<file path="src/rtl/shock_pulse_driver.sv">
// Shock actuator PWM driver: turns the upstream shock window into a PWM burst
// with a latched intensity, an enable gate, a hard burst-length limit and a
// fixed cooldown. Also keeps a saturating burst counter and a sticky timeout flag.
module shock_pulse_driver #(
    parameter int unsigned PERIOD_CYCLES    = 50000,
    parameter int unsigned COOLDOWN_CYCLES  = 25000000,
    parameter int unsigned MAX_BURST_CYCLES = 33554432
) (
    input  logic       i_clk,
    input  logic       i_rst_n,
    input  logic       i_trigger,
    input  logic       i_enable,
    input  logic [1:0] i_level,
    input  logic       i_count_clr,
    output logic       o_shock_pin,
    output logic       o_busy,
    output logic [7:0] o_shock_count,
    output logic       o_fault
);

    localparam int unsigned    PW         = $clog2(PERIOD_CYCLES);
    localparam logic [PW-1:0]  QUARTER    = PW'(PERIOD_CYCLES / 4);
    localparam logic [PW-1:0]  PHASE_LAST = PW'(PERIOD_CYCLES - 1);
    localparam logic [31:0]    BURST_LAST = 32'(MAX_BURST_CYCLES - 1);
    localparam logic [31:0]    COOL_LAST  = 32'(COOLDOWN_CYCLES - 1);

    typedef enum logic [1:0] {
        S_IDLE,
        S_BURST,
        S_COOLDOWN
    } state_t;

    state_t        state_r;
    state_t        state_nxt;
    logic          trig_prev_r;
    logic [PW-1:0] phase_r;
    logic [PW-1:0] high_r;
    logic [31:0]   burst_r;
    logic [31:0]   cool_r;
    logic [7:0]    count_r;
    logic          fault_r;

    logic rise;
    logic start;
    logic burst_limit;
    logic burst_exit;
    logic cool_done;

    // Decode the qualifying events used by both the FSM and the datapath.
    always_comb begin
        rise        = i_trigger & ~trig_prev_r;
        start       = (state_r == S_IDLE) && rise && i_enable;
        burst_limit = (state_r == S_BURST) && (burst_r == BURST_LAST);
        burst_exit  = (state_r == S_BURST) && (!i_trigger || !i_enable || (burst_r == BURST_LAST));
        cool_done   = (state_r == S_COOLDOWN) && (cool_r == COOL_LAST);
    end

    // Trigger history; also tracked while in reset so a trigger held across
    // reset release is not mistaken for a fresh rise.
    always_ff @(posedge i_clk) begin
        trig_prev_r <= i_trigger;
    end

    // State register.
    always_ff @(posedge i_clk) begin
        if (!i_rst_n) begin
            state_r <= S_IDLE;
        end else begin
            state_r <= state_nxt;
        end
    end

    // Next-state logic.
    always_comb begin
        state_nxt = state_r;
        case (state_r)
            S_IDLE:     if (start)      state_nxt = S_BURST;
            S_BURST:    if (burst_exit) state_nxt = S_COOLDOWN;
            S_COOLDOWN: if (cool_done)  state_nxt = S_IDLE;
            default:                    state_nxt = S_IDLE;
        endcase
    end

    // Outputs decoded from registers only.
    always_comb begin
        o_shock_pin   = (state_r == S_BURST) && (phase_r < high_r);
        o_busy        = (state_r != S_IDLE);
        o_shock_count = count_r;
        o_fault       = fault_r;
    end

    // PWM phase, burst length and cooldown counters plus latched intensity.
    always_ff @(posedge i_clk) begin
        if (!i_rst_n) begin
            phase_r <= '0;
            high_r  <= '0;
            burst_r <= '0;
            cool_r  <= '0;
        end else begin
            case (state_r)
                S_IDLE: begin
                    if (start) begin
                        high_r  <= QUARTER * PW'(i_level);
                        phase_r <= '0;
                        burst_r <= '0;
                    end
                end
                S_BURST: begin
                    if (burst_exit) begin
                        phase_r <= '0;
                        burst_r <= '0;
                        cool_r  <= '0;
                    end else begin
                        burst_r <= burst_r + 32'd1;
                        phase_r <= (phase_r == PHASE_LAST) ? '0 : phase_r + PW'(1);
                    end
                end
                S_COOLDOWN: begin
                    cool_r <= cool_done ? '0 : cool_r + 32'd1;
                end
                default: begin
                    cool_r <= '0;
                end
            endcase
        end
    end

    // Saturating burst counter and sticky timeout flag; a start or timeout in
    // the same cycle as a clear takes effect after the clear.
    always_ff @(posedge i_clk) begin
        if (!i_rst_n) begin
            count_r <= '0;
            fault_r <= 1'b0;
        end else begin
            if (start) begin
                if (i_count_clr) begin
                    count_r <= 8'd1;
                end else if (count_r != '1) begin
                    count_r <= count_r + 8'd1;
                end
            end else if (i_count_clr) begin
                count_r <= '0;
            end

            if (burst_limit) begin
                fault_r <= 1'b1;
            end else if (i_count_clr) begin
                fault_r <= 1'b0;
            end
        end
    end

endmodule

</file>
<file path="config.mk">
export PLATFORM = sky130hd
export DESIGN_NAME = shock_pulse_driver
export DESIGN_NICKNAME = d
export VERILOG_FILES = /design/src/rtl/shock_pulse_driver.sv
export SDC_FILE = /design/constraint.sdc
export NUM_CORES = 1
export LEC_CHECK = 0
export ABC_AREA = 1
export CAP_MARGIN = 20
export CORE_MARGIN = 1
export CORE_UTILIZATION = 64
export CTS_BUF_LIST = sky130_fd_sc_hd__clkbuf_2
export DETAILED_ROUTE_END_ITERATION = 10
export HOLD_SLACK_MARGIN = 0.05
export PLACE_DENSITY = 0.82
export SETUP_SLACK_MARGIN = 0.02
export SYNTH_ARGS = -nofsm -noshare
export SYNTH_HDL_FRONTEND = slang
export SYNTH_SLANG_ARGS = --single-unit
</file>
<file path="constraint.sdc">
create_clock -name i_clk -period 2 [get_ports i_clk]
set_input_delay 0.4 -clock i_clk [delete_from_list [all_inputs] [get_ports i_clk]]
set_output_delay 0.4 -clock i_clk [all_outputs]
set_load 0.01 [all_outputs]
</file>
### Word-level counts from Yosys, hierarchy flattened

Index checks and enable logic that the tools add are counted.

* bits of input ports: 7
* bits in registers: 106

* $lt $le $gt $ge: 1
* eq/ne operators: 9
* muxes and demuxes: 20
* multipliers: 1
* $add $sub $neg: 4
* bitwise logic cells: 3
* reduce and logical (&&, ||, !) cells: 21

Operators with widths (count)
* $mux 32: 4
* $pmux 32 s3: 1
* $add 32x1->32 const B: 2
* $eq 32x25->1 const B: 2
* $pmux 32 s2: 1
* $mux 16: 3
* $mux 8: 4
* $pmux 16 s2: 1
* $add 16x1->16 const B: 1
* $eq 16x16->1 const B: 1
* $lt 16x16->1: 1
* $mul 12x2->14 const A: 1
* $reduce_bool 2->1: 5
* $add 8x1->8 const B: 1
* $ne 8x8->1 const B: 1
* $reduce_and 2->1: 4
* $logic_and 1x1->1: 6
* $mux 2: 3
* $ne 2x2->1 const B: 3
* $pmux 2 s3: 1
* $reduce_and 3->1: 1
* $eq 2x1->1 const B: 1
* $eq 2x2->1 const B: 1
* $logic_not 1->1: 2
* 5 further kinds: 8

### Longest topological paths before layout

Gate-level depths: netlist (run 1).

* depth after elaboration: 6
* mapped depth: 11
* gate-level depth less buffers: 11

### Least setup slack after synthesis (run 1)

OpenSTA, ideal clock, no wires.

* path type: flip-flop to output port
* from: register phase_r[7]
* to: output o_shock_pin
* arrival: 1276 ps
* required time: 1600 ps
* path slack: 324 ps
* buffers on the path: 0
* stages on the path, launching flop included: 8
* cell sequence: dfxtp_1 > ha_1 > a21oi_1 > o21a_1 > nand2_1 > nand2_1 > nand3_1 > a21oi_1

* word-level cells in the longest chain between the ends: 2

Ends and longest elaborated chain
* start: declaration: RTL line 36 `logic [PW-1:0] phase_r;`
* start signal: assignment: RTL line 115 `phase_r <= (phase_r == PHASE_LAST) ? '0 : phase_r + PW'(1);`
* $lt 16x16->1: RTL line 86 `o_shock_pin = (state_r == S_BURST) && (phase_r < high_r);`
* $logic_and 1x1->1: RTL line 86
* end: declaration: RTL line 15 `output logic o_shock_pin,`

No other way between the ends.

### Worst setup path in the final report (run 1)

* from: register high_r[13]
* to: output o_shock_pin

* word-level cells in the longest chain between the ends: 2

Ends and longest elaborated chain
* start: declaration: RTL line 37 `logic [PW-1:0] high_r;`
* start signal: assignment: RTL line 103 `high_r <= QUARTER * PW'(i_level);`
* $lt 16x16->1: RTL line 86
* $logic_and 1x1->1: RTL line 86

No other way between the ends.

==> results of run 1 <==
-- worst register-to-register path, stage by stage, from the launching register on --
cell	delay (ns)
dfxtp_2	0.39
ha_1	0.23
inv_1	0.10
nor2_4	0.05
nand2_2	0.15
nor2_8	0.07
buf_4	0.16
a21boi_2	0.17
buf_4	0.22
nand3_1	0.10
a21oi_1	0.16
-- timing repair --
| item | in CTS | in global routing |
|---|---|---|
| resized for setup | 24 | 23 |
| hold buffers | 0 | 0 |
| gates cloned | 0 | 0 |
| pin swaps | 7 | 3 |
| setup buffers | 0 | 6 |
| setup endpoints to repair | 9 | 21 |
-- worst max-delay path by stage --
stage	end	depth (start not counted)	slack, ns
floorplan	o_shock_pin	7	0.32
global placement	o_shock_pin	9	-0.14
detailed placement	o_shock_pin	9	-0.15
CTS	o_shock_pin	9	-0.34
global route	o_shock_pin	9	-0.51
finish	o_shock_pin	9	-0.34
-- flip-flops by register name, summed over array words and instances, names as in the netlist --
name / count
burst_r: 32
cool_r: 32
high_r: 5
o_fault: 1
o_shock_count: 8
phase_r: 16
state_r: 2
trig_prev_r: 1
-- cell families after synthesis --
family / Yosys count / share of synthesized area, %
compound gates: 132 / 11.3
xor+xnor: 11 / 1.55
fa+ha+maj: 17 / 3.41
buf+inv: 121 / 8.46
flops: 97 / 31.2
simple gates: 637 / 44.1
-- cell usage after synthesis (2+ instances only) --
cell type and instances:
a21oi_1 82, and2_1 2, buf_2 2, buf_6 6
clkbuf_1 11, dfxtp_1 97, ha_1 17, inv_1 97
inv_2 2, nand2_1 323, nand2_2 6, nand2_4 5
nand3_1 85, nand3b_1 8, nand4_1 21, nor2_1 150
nor2_2 14, nor2_4 3, nor3_1 9, o21a_1 3
o21ai_0 35, o21bai_1 4, or2_2 7, xnor2_1 2
xor2_1 9
-- metal layers --
layer | track usage (%) | wire length, µm | vias to the layer above
met2 | 50.3 | 6890 | 199
met1 | 42.0 | 7210 | 2961
li1 | - | - | 3379
met4 | 7.80 | 161 | 0
met5 | 0 | 0 | -
met3 | 4.23 | 964 | 18
-- area by class of cell --
class	instances	area (µm²)
repair buffers	71	632
fillers	806	2250
clock inverters	5	55.1
multi-input cells	797	3820
inverters	99	374
clock buffers	11	55.1
flip-flops and latches	97	1970
well taps	129	161
-- through the flow --
stage / setup slack (ns) / TNS, ns / instances / total power [µW]
after detailed placement: -0.155 / -0.404 / 1187 / 2240
after global placement: -0.145 / -0.145 / 1187 / 2240
after global routing: -0.514 / -0.518 / 1209 / 3300
after floorplan: 0.324 / 0 / 1015 / 2140
after CTS: -0.341 / -0.341 / 1203 / 3190
final: -0.339 / -0.339 / 1209 / 3180
-- power by group through the flow --
stage                     sequential [µW]  clock (µW)  combinational [µW]
after floorplan                      1990           0                 152
after global placement               1990           0                 247
after detailed placement             1990           0                 251
after CTS                            1960         978                 254
after global routing                 1950        1060                 289
final                                1950         962                 265
==> impl_metrics.yaml, run 1 <==
cts:
  cts_tree: "yes"
  cts_buffers: 9
  clockBufferDepth: 2
  root_buffer: "clkbuf_2"
  h-tree-depth: 3
  clk_pin_slew_worst_paths_ns: 0.23
  cts_sinks: 97
  clock_latency_ns: 0.58
final_layout:
  most-common-layout-cells: "322 x nand2_1, 150 x nor2_1, 93 x inv_1"
  area_delta_synth_final_pct: 13.6
  nNetsFinal: 1099
  final_area_um2: 7070
  utilization_pct: 75.8
  drive_gt1_share_pct: 13.1
  diodes: 0
  final_common_cell: "nand2_1"
die:
  die_w_um: 101
  die_h_um: 101
  die_area_um2: 10100
  start_util_pct: 66.8
  io_pins: 18
  row_count: 35
  core-area_um2: 9330
critical_path:
  crit_chain: "inv_2 > ha_4 > a21oi_2 > o21a_1 > nand2_1 > nand2_1 > nand3_2 > a21oi_1 > buf_2"
  cp-end-kind: "output pin"
  path_max_fanout: 2
  slowest_delay_ns: 0.38
  crit_slowest_cell: "dfxtp_2"
  worstReg2RegEnd: "phase_r[7]$_SDFFE_PN0P_"
  start_kind: "register"
  critPathLaunch: "high_r[13]$_SDFFE_PN0P_"
  crit_type: "register to output pin"
  r2r-start: "burst_r[0]$_SDFFE_PN0P_"
  critical-path-top-delay-family: "compound AO/OA/AOI/OAI gates"
  arrival_ns: 1.94
  worst-r2r-setup-slack_ns: 0.13
  critPathRequiredTime_ns: 1.60
  critPathMostFrequentCell: "nand2_1"
  worstRegToRegCells: 10
  critPathBufInv: 2
power_and_ir_drop:
  p_clk_share_pct: 30.3
  combPwrFrac_pct: 8.3
  p_leak_uw: 0.00264
  powerDensity_nw_per_um2: 449
  p_switching_uw: 832
  irDropWorstVdd_mv: 0.255
  p_int_uw: 2350
  p_sw_share_pct: 26.2
  seqPwrFrac_pct: 61.4
timing:
  layout_setup_ws_ns: -0.339
  finalSetupViolCount: 1
  fin_crit_ns: 2.34
  fin_skew_ns: 0.0339
  finalCritPeriodShare_pct: 117
  slew_headroom_pct: 67.5
  final-hold-violation-count: 0
  tightest_slew_ns: 0.483
  drv_slew: 0
  rsz0062_at_grt: "true"
  clock.fmax_ghz: 0.428
  fin_hold_ws_ns: 0.345
routing:
  vias: 6557
  wl_mm: 15.2
  wl_per_cell_um: 12.6
  drt-pass1-iter-count: 5
  drc: 0
  vias_per_cell: 5.42
  ant_nets: 0
  drtIter0Drc: 385
hold_path:
  worstHoldPathCells: 1
  hp-class: "primary input to register"
  whs_endpoint: "trig_prev_r$_DFF_P_"
  min_from: "i_trigger"
synth:
  synth_area_leaders: "dfxtp_1 31%, nand2_1 19%, nor2_1 9.0%"
  synth_edf_count: 0
  synthCells: 1015
  ys.flop_type: "dfxtp_1"
  async_reset_ff_share_pct: 0
  synth_top_area_cell: "dfxtp_1"
  synth_area_um2: 6230
  synth_nets: 1039
  ys_seq_elements: 97
  yosysTopAreaCellShare_pct: 31.2
  syn_avg_cell_area_um2: 6.14
  ys_types: 40
  seq_area_frac_synth_pct: 31.2
  ys_warn_count: 0
placed_design:
  io_buffers: 17
  dp_hpwl_mm: 11.2
  placed_area_um2: 6820
  routabilityCongestion: 0.943
outcome:
  violations: "setup timing"
  status: "finished, violations left"
flow_run:
  cap_violations: 0
global_routing:
  grt_overflow: 0
  antenna_found_initial: 0
  grt_max_degree: 31
  grt_pass1_wl_mm: 25.0
  globalRouteTotalUtil_pct: 30.5
  grt_pass1_vias: 5659
(Power assumes the default switching activity.)
==> run 2: changes to the inputs <==
--- a/config.mk
+++ b/config.mk
@@ -9,9 +9,9 @@
 export CAP_MARGIN = 20
 export CORE_MARGIN = 1
-export CORE_UTILIZATION = 64
+export CORE_UTILIZATION = 65
 export CTS_BUF_LIST = sky130_fd_sc_hd__clkbuf_2
 export DETAILED_ROUTE_END_ITERATION = 10
 export HOLD_SLACK_MARGIN = 0.05
-export PLACE_DENSITY = 0.82
+export PLACE_DENSITY = 0.83
 export SETUP_SLACK_MARGIN = 0.02
 export SYNTH_ARGS = -nofsm -noshare
==> constraint.sdc (replaced) <==
create_clock -name i_clk -period 2.9 [get_ports i_clk]
set_input_delay 0.58 -clock i_clk [delete_from_list [all_inputs] [get_ports i_clk]]
set_output_delay 0.58 -clock i_clk [all_outputs]
set_load 0.1 [all_outputs]
==> run 2 against run 1 <==
Compared with the run above:
- the run now ends clean
- core utilization down 3.5 points
- global-route usage fell by 0.43 points
- sequential share of layout area increased by 1.3 points
- die area shrank 1.5%
- register-to-register slack improved by 0.78 ns
- setup slack improved by 0.53 ns
- worst hold slack improved by 0.12 ns
==> impl_metrics.yaml, run 2 (synthesized netlist as in run 1, its figures left out) <==
outcome:
  status: "complete, no violations"
cts:
  clock_latency_ns: 0.57
  clockBufferDepth: 2
  h-tree-depth: 3
  clk_pin_slew_worst_paths_ns: 0.29
  cts_sinks: 97
  cts_tree: "yes"
  root_buffer: "clkbuf_2"
  cts_buffers: 9
die:
  io_pins: 18
  core-area_um2: 9240
  die_area_um2: 9980
  row_count: 35
  die_w_um: 99.9
  start_util_pct: 67.4
  die_h_um: 99.9
power_and_ir_drop:
  p_leak_uw: 0.00233
  powerDensity_nw_per_um2: 356
  irDropWorstVdd_mv: 0.286
timing:
  layout_setup_ws_ns: 0.188
  tightest_slew_ns: 0.560
  final-hold-violation-count: 0
  fin_crit_ns: 2.71
  rsz0062_at_grt: "false"
  fin_hold_ws_ns: 0.462
  fin_skew_ns: 0.0345
  slew_headroom_pct: 62.4
  finalSetupViolCount: 0
  clock.fmax_ghz: 0.369
  finalCritPeriodShare_pct: 93.5
  fin_setup_tns_ns: 0
  drv_slew: 0
placed_design:
  post-place-cells: 1146
  dp_hpwl_mm: 10.6
  pre_cts_slack_ns: 0.460
  routabilityCongestion: 0.945
  io_buffers: 17
hold_path:
  min_from: "i_trigger"
  hp-class: "primary input to register"
  worstHoldPathCells: 1
  whs_endpoint: "trig_prev_r$_DFF_P_"
global_routing:
  met1_usage_pct: 41.9
  met3_usage_pct: 3.76
  met2_usage_pct: 48.3
  grt_max_degree: 44
  grt_pass1_vias: 5384
  grt_pass1_wl_mm: 24.5
  busiest_layer: "met2"
  grt_overflow: 0
  globalRouteTotalUtil_pct: 30.1
  antenna_found_initial: 0
final_layout:
  most-common-layout-cells: "323 x nand2_1, 150 x nor2_1, 97 x inv_1"
  diodes: 0
  utilization_pct: 72.3
  nNetsFinal: 1054
  final_common_cell: "nand2_1"
  drive_gt1_share_pct: 8.41
  area_delta_synth_final_pct: 7.33
  fin_cells: 1164
  reg_top3: "burst_r (32), cool_r (32), phase_r (16)"
critical_path:
  cp-end-kind: "output pin"
  path_max_fanout: 2
  start_kind: "register"
  critPathRequiredTime_ns: 2.32
  worstRegToRegCells: 10
  worst-r2r-setup-slack_ns: 0.91
  r2r-start: "burst_r[0]$_SDFFE_PN0P_"
  arrival_ns: 2.13
  worstReg2RegEnd: "cool_r[0]$_SDFFE_PN0P_"
  crit_type: "register to output pin"
flow_run:
  cap_violations: 0
routing:
  vias_per_cell: 5.38
  wl_per_cell_um: 12.5
  drt-pass1-iter-count: 5
  wl_mm: 14.6
  vias: 6258
  drc: 0
  drtIter0Drc: 363
  ant_nets: 0
==> run 2: changes by cell type in the layout (fill, tap and decap cells not counted), moves of 3 or more <==
cell / previous run / this run
buf_4: 50 / 17
clkdlybuf4s50_1: 10 / 6
dfxtp_1: 79 / 92
dfxtp_2: 14 / 4
dfxtp_4: 4 / 1
dlymetal6s2s_1: 5 / 0
inv_1: 93 / 97
inv_2: 5 / 2
==> run 2: routing by layer <==
| layer | part of all wire [%] | vias up | routed length, µm |
|---|---|---|---|
| met5 | 0 | - | 0 |
| met4 | 1.8 | 0 | 259 |
| met3 | 5.8 | 24 | 844 |
| met2 | 44 | 186 | 6430 |
| met1 | 48 | 2761 | 7040 |
| li1 | - | 3287 | - |
==> run 2: how the worst max path moves through the flow <==
stage	start	endpoint	slack, ns	depth (start not counted)
after global routing	high_r[5]$_SDFFE_PN0P_	o_shock_pin	0.02	9
after detailed placement	i_trigger	burst_r[5]$_SDFFE_PN0P_	0.46	10
after CTS	phase_r[5]$_SDFFE_PN0P_	o_shock_pin	0.04	8
after floorplan	phase_r[7]$_SDFFE_PN0P_	o_shock_pin	0.33	7
after global placement	i_trigger	burst_r[7]$_SDFFE_PN0P_	0.55	9
final	high_r[13]$_SDFFE_PN0P_	o_shock_pin	0.19	9
==> run 2: stage by stage <==
step	area [µm²]	total power, µW
6_report	6690	2380
2_1_floorplan	6230	1490
3_5_place_dp	6470	1530
4_1_cts	6640	2390
5_1_grt	6690	2460
3_3_place_gp	6470	1530
==> run 2: worst max-delay path, stage by stage, from the launching register on <==
cell	delay [ns]
dfxtp_2	0.39
inv_1	0.11
ha_4	0.23
a21oi_2	0.13
o21a_1	0.12
nand2_1	0.05
nand2_1	0.06
nand3_1	0.08
a21oi_2	0.20
buf_12	0.19
==> run 2: layout make-up <==
cell class                 instances  area, µm²
multi-input combinational        797       3780
fill                             797       2550
sequential                        97       1950
inverter                          99        372
timing repair buffer              26        248
tap                              129        161
clock inverter                     7        125
clock buffer                       9       45.0
==> run 2: where the power goes <==
| part | total, µW | internal, µW | switching, µW |
|---|---|---|---|
| clock network | 871 | 379 | 491 |
| registers | 1350 | 1340 | 3.86 |
| logic | 159 | 44.5 | 114 |
==> run 2: repair_timing <==
action,4_1_cts,5_1_grt
endpoints found under the hold margin,0,0
resized for setup,0,9
hold buffers,0,0
setup buffers,0,2
setup endpoints to repair,0,1
==> run 3: changes to the inputs <==
Settings changed: CTS_BUF_LIST sky130_fd_sc_hd__clkbuf_2 to sky130_fd_sc_hd__clkbuf_4 sky130_fd_sc_hd__clkbuf_8, RECOVER_POWER from default to 25.
==> run 3 against run 2 <==
Compared with the run above:
- sequential power hardly changed
- critical path depth is 2 higher
- fmax up 4.8%
- highest routed layer unchanged
- setup slack improved by 0.12 ns
==> impl_metrics.yaml, run 3 (synthesized netlist as in run 1, its figures left out) <==
power_and_ir_drop:
  combPwrFrac_pct: 6.0
  irDropWorstVdd_mv: 0.306
  powerDensity_nw_per_um2: 388
  p_leak_uw: 0.00227
  seqPwrFrac_pct: 51.9
  p_int_uw: 1960
  p_switching_uw: 623
  power.total_uw: 2580
  p_sw_share_pct: 24.1
  p_clk_share_pct: 42.1
cts:
  clk_pin_slew_worst_paths_ns: 0.10
  cts_tree: "yes"
  cts_sinks: 97
  clock_latency_ns: 0.36
  cts_setup_buffers: 0
  h-tree-depth: 3
  clockBufferDepth: 2
  root_buffer: "clkbuf_8"
  ctsResizeCount: 0
  cts_buffers: 9
  hold_buffers: 0
routing:
  wl_mm: 14.5
  drtIter0Drc: 354
  wl_per_cell_um: 12.5
  drc: 0
  vias: 6258
  ant_nets: 0
  drt-pass1-iter-count: 5
  vias_per_cell: 5.39
placed_design:
  placed_area_um2: 6470
  dp_hpwl_mm: 10.6
  routabilityCongestion: 0.945
  io_buffers: 17
final_layout:
  drive_gt1_share_pct: 6.20
  area_delta_synth_final_pct: 6.85
  multi_input_area_um2: 3740
  final_common_cell: "nand2_1"
  regArea_um2: 1940
  diodes: 0
  utilization_pct: 72.0
  final_area_um2: 6660
  fillerInstances: 802
  most-common-layout-cells: "323 x nand2_1, 152 x nor2_1, 97 x inv_1, 97 x dfxtp_1, 85 x nand3_1"
  reg_top3: "burst_r (32), cool_r (32), phase_r (16)"
  nNetsFinal: 1052
global_routing:
  antenna_found_initial: 0
  grt_overflow: 0
  globalRouteTotalUtil_pct: 30.2
  grt_max_degree: 44
  grt_pass1_wl_mm: 24.7
  grt_pass1_vias: 5436
timing:
  final-hold-violation-count: 0
  finalSetupViolCount: 0
  clock.fmax_ghz: 0.387
  drv_slew: 0
  finalCritPeriodShare_pct: 89.2
  fin_crit_ns: 2.59
  fin_setup_tns_ns: 0
  fin_skew_ns: 0.0106
  rsz0062_at_grt: "false"
  slew_headroom_pct: 22.0
  tightest_slew_ns: 1.18
  fin_hold_ws_ns: 0.500
critical_path:
  arrival_ns: 2.85
  path_max_fanout: 22
  start_kind: "register"
  cp-end-kind: "register"
  r2r-start: "burst_r[0]$_SDFFE_PN0P_"
  worst-r2r-setup-slack_ns: 0.31
  worstRegToRegCells: 11
  critPathRequiredTime_ns: 3.16
  crit_type: "register to register"
  worstReg2RegEnd: "burst_r[17]$_SDFFE_PN0P_"
hold_path:
  hp-class: "register to register"
  min_from: "burst_r[21]$_SDFFE_PN0P_"
  worstHoldPathCells: 2
  whs_endpoint: "burst_r[21]$_SDFFE_PN0P_"
die:
  die_h_um: 99.9
  die_area_um2: 9980
  start_util_pct: 67.4
  die_w_um: 99.9
  io_pins: 18
  core-area_um2: 9240
  row_count: 35
flow_run:
  cap_violations: 0
outcome:
  status: "complete, no violations"
## run 3: cell count changes in the layout (fill, tap and decap cells not counted), sizes merged
cell and delta:
buf -12, clkbuf +10, clkdlybuf4s50 -1, dlygate4sd3 +1
## run 3: stage by stage
step	instances	setup slack, ns
2_1_floorplan	1015	0.333
3_3_place_gp	1146	0.546
3_5_place_dp	1146	0.460
4_1_cts	1162	0.320
5_1_grt	1162	0.112
6_report	1162	0.313
## run 3: power groups by stage
stage          Sequential, µW  Combinational, µW  Clock [µW]
3_5_place_dp             1370                155           0
4_1_cts                  1340                156        1110
5_1_grt                  1340                169        1160
2_1_floorplan            1370                116           0
6_report                 1340                155        1090
3_3_place_gp             1370                154           0
## run 3: worst max-delay path, cell delays in order, from the launching register on
cell and delay (ns):
dfxtp_1 0.40, ha_1 0.24, inv_1 0.07, nor2_1 0.26, nand2_2 0.13, nor2_1 0.54, a21boi_1 0.40, buf_12 0.27
nand2_1 0.06, nand2_1 0.05, inv_1 0.05, nor2_1 0.03
## run 3: area by class of cell
type / count / share of cell area, %
clock buffers: 9 / 1.86
flip-flops and latches: 97 / 29.2
repair buffers: 24 / 2.93
clock inverters: 7 / 1.88
multi-input cells: 797 / 56.1
inverters: 99 / 5.58
well taps: 129 / 2.43
## run 3: worst max path at each step
stage                                  from  slack, ns                       end  depth (start not counted)
finish              burst_r[0]$_SDFFE_PN0P_       0.31  burst_r[17]$_SDFFE_PN0P_                         11
global route        burst_r[0]$_SDFFE_PN0P_       0.11  burst_r[20]$_SDFFE_PN0P_                          9
CTS                 phase_r[7]$_SDFFE_PN0P_       0.32               o_shock_pin                          8
detailed placement                i_trigger       0.46   burst_r[5]$_SDFFE_PN0P_                         10
global placement                  i_trigger       0.55   burst_r[7]$_SDFFE_PN0P_                          9
floorplan           phase_r[7]$_SDFFE_PN0P_       0.33               o_shock_pin                          7
## run 3: layer usage
metal	GRT usage, %	part of all wire [%]
met5	0	0
met2	48.5	44
met1	41.9	48
met4	8.60	1.4
met3	4.87	7.0
